[src/rtl/pipe_ctrl_pkg.sv]
// Shared decode definitions for the ID stage: opcodes, ALU encodings, condition
// codes, control bundle and ID/EX payload types, and the condition evaluator.
package pipe_ctrl_pkg;

  localparam logic [5:0]  OPC_ADDI  = 6'b100100;
  localparam logic [5:0]  OPC_ADDS  = 6'b101010;
  localparam logic [5:0]  OPC_SUBS  = 6'b111010;
  localparam logic [5:0]  OPC_B     = 6'b000101;
  localparam logic [5:0]  OPC_CBZ   = 6'b101101;
  localparam logic [5:0]  OPC_BCOND = 6'b010101;
  localparam logic [5:0]  OPC_MOVZ  = 6'b110100;
  localparam logic [5:0]  OPC_MOVK  = 6'b111100;
  localparam logic [10:0] OPC_STUR  = 11'b11111000000;
  localparam logic [10:0] OPC_LDUR  = 11'b11111000010;
  localparam logic [10:0] OPC_STURB = 11'b00111000000;
  localparam logic [10:0] OPC_LDURB = 11'b00111000010;

  localparam logic [2:0] ALU_PASS_B = 3'b000;
  localparam logic [2:0] ALU_ADD    = 3'b010;
  localparam logic [2:0] ALU_SUB    = 3'b011;

  localparam logic [3:0] COND_EQ = 4'd0;
  localparam logic [3:0] COND_NE = 4'd1;
  localparam logic [3:0] COND_HS = 4'd2;
  localparam logic [3:0] COND_LO = 4'd3;
  localparam logic [3:0] COND_MI = 4'd4;
  localparam logic [3:0] COND_PL = 4'd5;
  localparam logic [3:0] COND_VS = 4'd6;
  localparam logic [3:0] COND_VC = 4'd7;
  localparam logic [3:0] COND_HI = 4'd8;
  localparam logic [3:0] COND_LS = 4'd9;
  localparam logic [3:0] COND_GE = 4'd10;
  localparam logic [3:0] COND_LT = 4'd11;
  localparam logic [3:0] COND_GT = 4'd12;
  localparam logic [3:0] COND_LE = 4'd13;

  localparam logic [3:0] XFER_BYTE  = 4'b0001;
  localparam logic [3:0] XFER_DWORD = 4'b1000;

  typedef struct packed {
    logic       reg2loc;
    logic       mem_write;
    logic       mem_read;
    logic       mem_to_reg;
    logic [2:0] alu_op;
    logic       alu_src;
    logic       reg_write;
    logic       move;
    logic       zork;
    logic       iorr;
    logic       bor8;
  } ctrl_t;

  localparam ctrl_t CTRL_ADDI  = 13'b0000010110000;
  localparam ctrl_t CTRL_ADDS  = 13'b1000010010000;
  localparam ctrl_t CTRL_SUBS  = 13'b1000011010000;
  localparam ctrl_t CTRL_STUR  = 13'b0101010100010;
  localparam ctrl_t CTRL_LDUR  = 13'b0011010110010;
  localparam ctrl_t CTRL_MOVZ  = 13'b0000010111000;
  localparam ctrl_t CTRL_MOVK  = 13'b0000010011100;
  localparam ctrl_t CTRL_STURB = 13'b0101010100011;
  localparam ctrl_t CTRL_LDURB = 13'b0011010110011;

  typedef enum logic [3:0] {
    OP_ILL, OP_ADDI, OP_ADDS, OP_SUBS, OP_B, OP_CBZ, OP_BCOND,
    OP_MOVZ, OP_MOVK, OP_STUR, OP_LDUR, OP_STURB, OP_LDURB
  } op_e;

  // ID/EX status and control payload; the XLEN-wide immediate travels alongside
  typedef struct packed {
    logic       valid;
    logic       illegal;
    logic       set_flags;
    ctrl_t      ctrl;
    logic [4:0] rd;
    logic [5:0] shamt;
    logic [3:0] xfer;
  } idex_t;

  function automatic logic cond_true(input logic [3:0] cond, input logic [3:0] nzcv);
    logic n, z, c, v, gt;
    logic r;
    {n, z, c, v} = nzcv;
    gt = !z && (n == v);
    case (cond)
      COND_EQ: r = z;
      COND_NE: r = !z;
      COND_HS: r = c;
      COND_LO: r = !c;
      COND_MI: r = n;
      COND_PL: r = !n;
      COND_VS: r = v;
      COND_VC: r = !v;
      COND_HI: r = c && !z;
      COND_LS: r = !(c && !z);
      COND_GE: r = (n == v);
      COND_LT: r = (n != v);
      COND_GT: r = gt;
      COND_LE: r = !gt;
      default: r = 1'b1;
    endcase
    return r;
  endfunction

endpackage

[src/rtl/pipe_decode_ctrl_idex_reg.sv]
// ID/EX pipeline register with reset > flush > stall > bubble > load priority.
module idex_reg
  import pipe_ctrl_pkg::*;
#(
  parameter int unsigned XLEN = 64
) (
  input  logic            clk,
  input  logic            reset,
  input  logic            flush,
  input  logic            stall,
  input  logic            bubble,
  input  idex_t           d,
  input  logic [XLEN-1:0] d_imm,
  output idex_t           q,
  output logic [XLEN-1:0] q_imm
);

  always_ff @(posedge clk) begin
    if (reset || flush) begin
      q     <= '0;
      q_imm <= '0;
    end else if (!stall) begin
      if (bubble) begin
        q     <= '0;
        q_imm <= '0;
      end else begin
        q     <= d;
        q_imm <= d_imm;
      end
    end
  end

endmodule

[src/rtl/pipe_decode_ctrl.sv]
// ID-stage decoder: combinational register addresses and branch resolution,
// registered ID/EX control bundle, and the architectural NZCV flag register.
module pipe_decode_ctrl
  import pipe_ctrl_pkg::*;
#(
  parameter int unsigned XLEN     = 64,
  parameter int unsigned BYTE_OPS = 1
) (
  input  logic            clk,
  input  logic            reset,
  input  logic [31:0]     instruction,
  input  logic            stall_in,
  input  logic            flush_in,
  input  logic            zero_in,
  input  logic [3:0]      flags_in,
  output logic [4:0]      rn,
  output logic [4:0]      rm,
  output logic            br_taken,
  output logic            flag_stall,
  output logic [XLEN-1:0] br_offset,
  output logic            ex_valid,
  output logic            ex_illegal,
  output logic            ex_set_flags,
  output logic [12:0]     ex_ctrl,
  output logic [4:0]      ex_rd,
  output logic [5:0]      ex_shamt,
  output logic [3:0]      ex_xfer,
  output logic [XLEN-1:0] ex_imm,
  output logic [3:0]      flags
);

  op_e             op;
  idex_t           d;
  idex_t           q;
  logic [XLEN-1:0] d_imm;
  logic [XLEN-1:0] imm_addi, imm_mem, imm_mov, off26, off19;

  assign imm_addi = {{(XLEN-12){1'b0}}, instruction[21:10]};
  assign imm_mem  = {{(XLEN-9){instruction[20]}}, instruction[20:12]};
  assign imm_mov  = {{(XLEN-16){1'b0}}, instruction[20:5]};
  assign off26    = {{(XLEN-26){instruction[25]}}, instruction[25:0]};
  assign off19    = {{(XLEN-19){instruction[23]}}, instruction[23:5]};

  // Opcode classification; 11-bit memory opcodes never alias a 6-bit one
  always_comb begin
    op = OP_ILL;
    if (instruction[31:21] == OPC_STUR)       op = OP_STUR;
    else if (instruction[31:21] == OPC_LDUR)  op = OP_LDUR;
    else if (instruction[31:21] == OPC_STURB) op = (BYTE_OPS != 0) ? OP_STURB : OP_ILL;
    else if (instruction[31:21] == OPC_LDURB) op = (BYTE_OPS != 0) ? OP_LDURB : OP_ILL;
    else begin
      case (instruction[31:26])
        OPC_ADDI:  op = OP_ADDI;
        OPC_ADDS:  op = OP_ADDS;
        OPC_SUBS:  op = OP_SUBS;
        OPC_B:     op = OP_B;
        OPC_CBZ:   op = OP_CBZ;
        OPC_BCOND: op = OP_BCOND;
        OPC_MOVZ:  op = OP_MOVZ;
        OPC_MOVK:  op = OP_MOVK;
        default:   op = OP_ILL;
      endcase
    end
  end

  always_comb begin
    d       = '0;
    d.valid = 1'b1;
    d.rd    = instruction[4:0];
    d.xfer  = XFER_DWORD;
    d_imm   = '0;
    rn      = 5'd31;
    rm      = 5'd31;
    case (op)
      OP_ADDI:  begin d.ctrl = CTRL_ADDI; d_imm = imm_addi; rn = instruction[9:5]; end
      OP_ADDS:  begin d.ctrl = CTRL_ADDS; d.set_flags = 1'b1; rn = instruction[9:5]; rm = instruction[20:16]; end
      OP_SUBS:  begin d.ctrl = CTRL_SUBS; d.set_flags = 1'b1; rn = instruction[9:5]; rm = instruction[20:16]; end
      OP_STUR:  begin d.ctrl = CTRL_STUR; d_imm = imm_mem; rn = instruction[9:5]; rm = instruction[4:0]; end
      OP_LDUR:  begin d.ctrl = CTRL_LDUR; d_imm = imm_mem; rn = instruction[9:5]; end
      OP_STURB: begin
        d.ctrl = CTRL_STURB; d.xfer = XFER_BYTE; d_imm = imm_mem;
        rn = instruction[9:5]; rm = instruction[4:0];
      end
      OP_LDURB: begin d.ctrl = CTRL_LDURB; d.xfer = XFER_BYTE; d_imm = imm_mem; rn = instruction[9:5]; end
      OP_MOVZ:  begin d.ctrl = CTRL_MOVZ; d_imm = imm_mov; d.shamt = {4'b0000, instruction[22:21]}; end
      OP_MOVK:  begin d.ctrl = CTRL_MOVK; d_imm = imm_mov; d.shamt = {4'b0000, instruction[22:21]}; end
      OP_CBZ:   rm = instruction[4:0];
      OP_B, OP_BCOND: ;
      default:  begin d.illegal = 1'b1; d.rd = 5'd31; end
    endcase
  end

  // A flag-setting op still in EX makes the current NZCV stale for B.cond
  always_comb begin
    flag_stall = (op == OP_BCOND) && ex_valid && ex_set_flags;
    case (op)
      OP_B:     br_taken = 1'b1;
      OP_CBZ:   br_taken = zero_in;
      OP_BCOND: br_taken = !flag_stall && cond_true(instruction[3:0], flags);
      default:  br_taken = 1'b0;
    endcase
    br_offset = (op == OP_B) ? off26 : off19;
  end

  idex_reg #(.XLEN(XLEN)) u_idex_reg (
    .clk    (clk),
    .reset  (reset),
    .flush  (flush_in),
    .stall  (stall_in),
    .bubble (flag_stall),
    .d      (d),
    .d_imm  (d_imm),
    .q      (q),
    .q_imm  (ex_imm)
  );

  assign ex_valid     = q.valid;
  assign ex_illegal   = q.illegal;
  assign ex_set_flags = q.set_flags;
  assign ex_ctrl      = q.ctrl;
  assign ex_rd        = q.rd;
  assign ex_shamt     = q.shamt;
  assign ex_xfer      = q.xfer;

  // Flags follow the EX-stage ALU even while ID/EX is stalled
  always_ff @(posedge clk) begin
    if (reset)                          flags <= 4'b0000;
    else if (ex_valid && ex_set_flags)  flags <= flags_in;
  end

endmodule

[config.mk]
export PLATFORM = sky130hd
export DESIGN_NAME = pipe_decode_ctrl
export DESIGN_NICKNAME = d
export VERILOG_FILES = /design/src/rtl/pipe_ctrl_pkg.sv /design/src/rtl/pipe_decode_ctrl_idex_reg.sv /design/src/rtl/pipe_decode_ctrl.sv
export SDC_FILE = /design/constraint.sdc
export NUM_CORES = 1
export LEC_CHECK = 0
export ABC_AREA = 1
export CAP_MARGIN = 25
export CORE_UTILIZATION = 41
export CTS_BUF_LIST = sky130_fd_sc_hd__clkbuf_4 sky130_fd_sc_hd__clkbuf_8
export CTS_CLUSTER_DIAMETER = 100
export DETAILED_ROUTE_END_ITERATION = 8
export PLACE_DENSITY = 0.89
export SLEW_MARGIN = 10
export SYNTH_ARGS = -nofsm -noshare
export SYNTH_HDL_FRONTEND = slang
export SYNTH_SLANG_ARGS = --single-unit
[constraint.sdc]
create_clock -name clk -period 3.5 [get_ports clk]
set_input_delay 0.35 -clock clk [delete_from_list [all_inputs] [get_ports clk]]
set_output_delay 0.35 -clock clk [all_outputs]
set_load 0.05 [all_outputs]
# ---- Word-level counts from Yosys, hierarchy flattened
# Cells that the tools add are included.
dict set report op_classes {
  shifts 0
  addsub 0
  magnitude_cmp 0
  mux 20
  reduce_logical 22
  bitwise 0
  div_mod_pow 0
  n_mul 0
  n_eq_ne 39
}
# op count
set ops {}
lappend ops {{64-bit one-hot mux with 3 select lines} 1}
lappend ops {{64-bit 2-to-1 mux} 2}
lappend ops {{13-bit one-hot mux with 9 select lines} 1}
lappend ops {{4-bit == test, second input constant} 11}
lappend ops {{6-bit == test, second input constant} 6}
lappend ops {{4-bit by 3-bit == test with 1-bit output, second input constant} 8}
lappend ops {{4-bit one-hot mux with 8 select lines} 1}
lappend ops {{31-bit 2-to-1 mux} 1}
lappend ops {{11-bit == test, second input constant} 2}
lappend ops {{11-bit by 9-bit == test with 1-bit output, second input constant} 2}
lappend ops {{4-bit 2-to-1 mux} 5}
lappend ops {{4-bit by 2-bit == test with 1-bit output, second input constant} 4}
lappend ops {{1-bit one-hot mux with 14 select lines} 1}
lappend ops {{12-bit OR reduction} 1}
lappend ops {{5-bit 2-to-1 mux} 2}
lappend ops {{5-bit one-hot mux with 2 select lines} 1}
lappend ops {{4-bit by 1-bit == test with 1-bit output, second input constant} 2}
lappend ops {{1-bit logical NOT} 7}
lappend ops {{7-bit OR reduction} 1}
lappend ops {{6-bit by 3-bit == test with 1-bit output, second input constant} 1}
lappend ops {{6-bit by 5-bit == test with 1-bit output, second input constant} 1}
lappend ops {{1-bit logical AND} 6}
lappend ops {{2-bit OR reduction} 3}
lappend ops {{4-bit logical NOT} 1}
lappend ops {{other kinds (8)} 10}
dict set report totals {
  inputBits 41
  reg_bits 99
  ram_bits 0
  latchBits 0
  output_inout_bits 175
  elab_cells 100
  romBits 0
  memories 0
}

# ---- Depth between registers and ports, before layout
dict set report depth {
  depth_word 12
  ltp_mapped 11
}

# ---- Modules after synthesis
# Synthesis repeated with hierarchy kept, for this count alone.
dict set report hier_totals {
  cells_unflattened 744
  area_unflattened_um2 5089.9
}
# mod cells_each n_inst seq_area_each_um2 area_each_um2
set by_module_without_submodules {}
lappend by_module_without_submodules {idex_reg 414 1 1901.8 3455.8}
lappend by_module_without_submodules {pipe_decode_ctrl 330 1 80.1 1634.1}

# ---- Least setup slack after synthesis
# OpenSTA, ideal clock, no wires.
dict set report synth_path {
  path_kind {input to output}
  from {input instruction[29]}
  to {output br_offset[26]}
  setup_slack_ns 0.696
  n_path_buf 3
  t_required_ns 3.150
  path_stages 9
  arrival_ns 2.454
  cell_sequence {buf_6 > nor2_2 > nand2_1 > nor2_4 > nand2_2 > buf_2 > nand2_1 > nand2_1 > buf_4}
}
dict set report synth_between {
  elab_chain_len 8
}
# item line_no
set synth_rtl {}
lappend synth_rtl {{start, declared} pipe_decode_ctrl.sv:11} ;# input logic [31:0] instruction,
lappend synth_rtl {{6-bit == test, or another cell as far along} pipe_decode_ctrl.sv:52} ;# case (instruction[31:26])
lappend synth_rtl {{4-bit one-hot mux with 8 select lines} pipe_decode_ctrl.sv:52}
lappend synth_rtl {{4-bit 2-to-1 mux} pipe_decode_ctrl.sv:50} ;# else if (instruction[31:21] == OPC_LDURB) op = (BYTE_OPS != 0) ? OP_LDURB : OP_ILL;
lappend synth_rtl {{4-bit 2-to-1 mux} pipe_decode_ctrl.sv:49} ;# else if (instruction[31:21] == OPC_STURB) op = (BYTE_OPS != 0) ? OP_STURB : OP_ILL;
lappend synth_rtl {{4-bit 2-to-1 mux} pipe_decode_ctrl.sv:48} ;# else if (instruction[31:21] == OPC_LDUR) op = OP_LDUR;
lappend synth_rtl {{4-bit 2-to-1 mux (*)} pipe_decode_ctrl.sv:47} ;# if (instruction[31:21] == OPC_STUR) op = OP_STUR;
lappend synth_rtl {{4-bit by 3-bit == test with 1-bit output (*)} pipe_decode_ctrl.sv:102} ;# br_offset = (op == OP_B) ? off26 : off19;
lappend synth_rtl {{64-bit 2-to-1 mux (*)} pipe_decode_ctrl.sv:102}
lappend synth_rtl {{end, declared} pipe_decode_ctrl.sv:20} ;# output logic [XLEN-1:0] br_offset,
# Mark *: on every way between the ends. The rest lies on a longest branch, timed or not.

# ---- Worst setup path in the final report
dict set report layout_path {
  from {input instruction[29]}
  to {output rm[2]}
}
dict set report layout_between {
  elab_chain_len 9
}
# item line_no
set layout_rtl {}
lappend layout_rtl {{6-bit == test, or another cell as far along} pipe_decode_ctrl.sv:52}
lappend layout_rtl {{4-bit one-hot mux with 8 select lines} pipe_decode_ctrl.sv:52}
lappend layout_rtl {{4-bit 2-to-1 mux} pipe_decode_ctrl.sv:50}
lappend layout_rtl {{4-bit 2-to-1 mux} pipe_decode_ctrl.sv:49}
lappend layout_rtl {{4-bit 2-to-1 mux} pipe_decode_ctrl.sv:48}
lappend layout_rtl {{4-bit 2-to-1 mux (*)} pipe_decode_ctrl.sv:47}
lappend layout_rtl {{4-bit by 3-bit == test with 1-bit output, or another cell as far along} pipe_decode_ctrl.sv:74} ;# case (op)
lappend layout_rtl {{3-bit OR reduction (no line) / 2-bit OR reduction (equally long branches)} -}
lappend layout_rtl {{5-bit one-hot mux with 2 select lines (*)} pipe_decode_ctrl.sv:74}
lappend layout_rtl {{end, declared} pipe_decode_ctrl.sv:17} ;# output logic [4:0] rm,
# Marked as above.

==> reports/qor.yml <==
synth:
  synth_ff_type: "dfxtp_1"
  ys_seq_area_share_pct: 25.7
  syn_area_um2: 3420
  ys_async_sr_fraction_pct: 0
  synth_mux_area_share_pct: 0.658
  synth_xor_area_share_pct: 0.512
  synth_compound_area_share_pct: 15.3
  synth_top_cell_area_share_pct: 25.7
  synthAdderAreaFrac_pct: 0
  synth_top_family_by_area: "simple AND/OR/NAND/NOR gates"
  netlist.top_cell.by_area: "dfxtp_1"
  ys_top_cells_by_area: "dfxtp_1 (26%), buf_4 (21%), nand2_1 (18%)"
  yosys.area_share.simple_pct: 29.4
  ys_warn_count: 0
  ys_types: 35
  synth.avg_cell_area_um2: 6.45
  ys_ff_latch: 44
  syn_inst: 531
  synth_edf_count: 0
clock_tree:
  cts_max_level: 2
  cts.clk_slew.worst_paths_ps: 80
  cts_resized: 0
  clock_path_buffers: 2
  cts_sinks: 44
  root_buffer: "clkbuf_8"
  insertion_delay_ps: 300
  cts_tree: "done"
  post_cts_buffers: 0
  ctsHoldBuffers: 0
  cts_buffers: 5
global_route:
  antenna_found_initial: 0
  first_global_vias: 3530
  grt_overflow_total: 0
  grt.total_usage_pct: 26.8
  grt_pass1_wl_um: 18100
  grt_max_degree: 49
place:
  port-buffer-count: 208
  pre_cts_slack_ps: 359
  place_inst: 739
  dpl.hpwl_um: 9480
  place.gp.congestion: 1.01
setup_path:
  crit_path_max_fanout: 8
  path_class: "input port to output pin"
  reg2reg_depth: 7
  worst_setup_path_end_kind: "output pin"
  crit_arrival_ps: 2840
  start_kind: "input port"
  r2r_start: "u_idex_reg.q[28]"
  crit_required_ps: 3150
  reg2reg_slack_ps: 1810
  r2r_end: "u_idex_reg.q_imm[15]"
timing:
  fmax_ghz: 0.313
  fin_crit_sh_pct: 91.2
  hold_violations: 0
  slew_headroom_pct: 62.0
  finalSetupViolCount: 0
  fin_skew_ps: 6.44
  grt_setup_unrepaired: "false"
  finalMaxSlewViolations: 0
  worstMarginPinSlew_ps: 570
  min_period_ps: 3190
  final.setup.tns_ps: 0
  layout_setup_ws_ps: 308
finish:
  synthToLayoutAreaGrowth_pct: 56.4
  instances_no_fill: 747
  register_area_um2: 881
  antenna_cells: 0
  fillCellCount: 628
  fin_nets: 685
  drive_gt1_share_pct: 16.3
  multi_input_area_um2: 1600
drt:
  drc_errors: 0
  routedWlPerCell_um: 15.8
  via_count: 3811
  drtIter0Drc: 250
  dr.pass1.iters: 5
  drt_wl_total_um: 11800
  vias_per_cell: 5.10
  ant_nets: 0
power_and_ir_drop:
  power.switching_mw: 0.538
  p_clk_share_pct: 28.4
  irDropWorstVdd_v: 0.000157
  powerDensity_nw_per_um2: 276
  p_seq_share_pct: 34.5
  internal_power_mw: 0.938
  sw_frac_of_total_pct: 36.4
  p_leak_nw: 2.33
  combPwrFrac_pct: 37.1
outcome:
  outcome: "finished clean"
die:
  coreArea_um2: 7890
  die_h_um: 93.4
  pin_count: 216
  rows: 32
  start_util_pct: 43.4
  dieArea_um2: 8720
  die_w_um: 93.4
min_path:
  hold_path.class: "flop to flop"
  holdPathEnd: "u_idex_reg.q[26]"
  hold_path_depth: 2
  worstHoldStart: "u_idex_reg.q[26]"
run:
  cap_violations: 0
==> layer usage <==
metal  part of all wire (%)  up-vias  track usage [%]  wire length (um)
li1                       -     1822                -                 -
met1                     39     1745             32.6              4590
met2                     51      220             48.1              6020
met3                    8.3       24             3.74               983
met4                    2.1        0             8.72               252
met5                      0        -                0                 0
==> flip-flops by register name, summed over array words and instances (netlist names) <==
name and cells:
u_idex_reg.q 23, u_idex_reg.q_imm 17, flags 4
==> cells by family after synthesis <==
group / count (synthesis)
buffers and inverters: 156
multiplexers: 2
other: 1
flip-flops: 44
AO/OA/AOI/OAI: 88
AND/OR/NAND/NOR: 238
XOR/XNOR: 2
==> worst max-delay path, stage by stage <==
cell and delay [ps]:
clkdlybuf4s50_1 680, inv_2 110, nor3_2 340, o21ai_2 190, nand2_1 170, nand2_1 70, o211ai_1 80, clkdlybuf4s50_1 840
==> layout by cell type, fill, tap and decap left out, types with 2 or more instances in the layout <==
cell and count:
a22oi_1 12, inv_1 37, buf_12 40, nor2_1 33, nand3_1 18, o211ai_1 6, conb_1 7, nand3_2 2
a21oi_2 2, nor2_2 2, o21ai_0 20, buf_4 29, inv_2 5, clkdlybuf4s50_1 145, o21a_1 2, mux2_2 2
nor3_2 2, nor2_4 2, nand2_2 7, dfxtp_1 44, nand4_1 6, clkbuf_8 6, nand2_1 162, a211oi_1 2
a21oi_1 41
==> power groups by stage <==
stage	logic (mW)	clock network, mW	registers [mW]
CTS	0.547	0.423	0.509
floorplan	0.315	0	0.539
detailed placement	0.545	0	0.521
finish	0.548	0.420	0.509
global placement	0.538	0	0.521
global route	0.569	0.450	0.510
==> synth_stat cells (5+ instances only) <==
cell type  count
o21ai_0       20
nand3_1       18
dfxtp_1       44
a21oi_1       41
nor2_1        33
clkbuf_1      12
o211ai_1       6
inv_1         37
a22oi_1       12
nand4_1        6
inv_2          5
nand2_2        7
buf_4         97
nand2_1      162
==> area by class of cell <==
type | instances | share of cell area [%]
Clock buffer | 6 | 1.54
Clock inverter | 2 | 0.724
Sequential cell | 44 | 16.4
Inverter | 42 | 2.94
Tap cell | 102 | 2.38
Multi-Input combinational cell | 337 | 29.8
Timing Repair Buffer | 214 | 46.1
==> metrics by stage <==
step | hold slack [ps] | area [um2] | total power, mW | utilization [%]
floorplan | 419 | 3450 | 0.854 | -
global placement | 450 | 5230 | 1.06 | 66.4
detailed placement | 458 | 5230 | 1.07 | 66.4
CTS | 471 | 5360 | 1.48 | 67.9
global route | 501 | 5360 | 1.53 | 67.9
finish | 469 | 5360 | 1.48 | 67.9
==> how the worst max path moves through the flow <==
| stage | start | slack [ps] | to | cells past startpoint |
|---|---|---|---|---|
| floorplan | instruction[29] | 700 | br_offset[26] | 9 |
| global placement | instruction[29] | 420 | rm[2] | 8 |
| detailed placement | instruction[29] | 360 | rm[2] | 8 |
| CTS | instruction[29] | 340 | rm[2] | 8 |
| global route | instruction[29] | 170 | rm[4] | 8 |
| finish | instruction[29] | 310 | rm[2] | 8 |
Note: power is estimated with default switching activity, not from simulation.
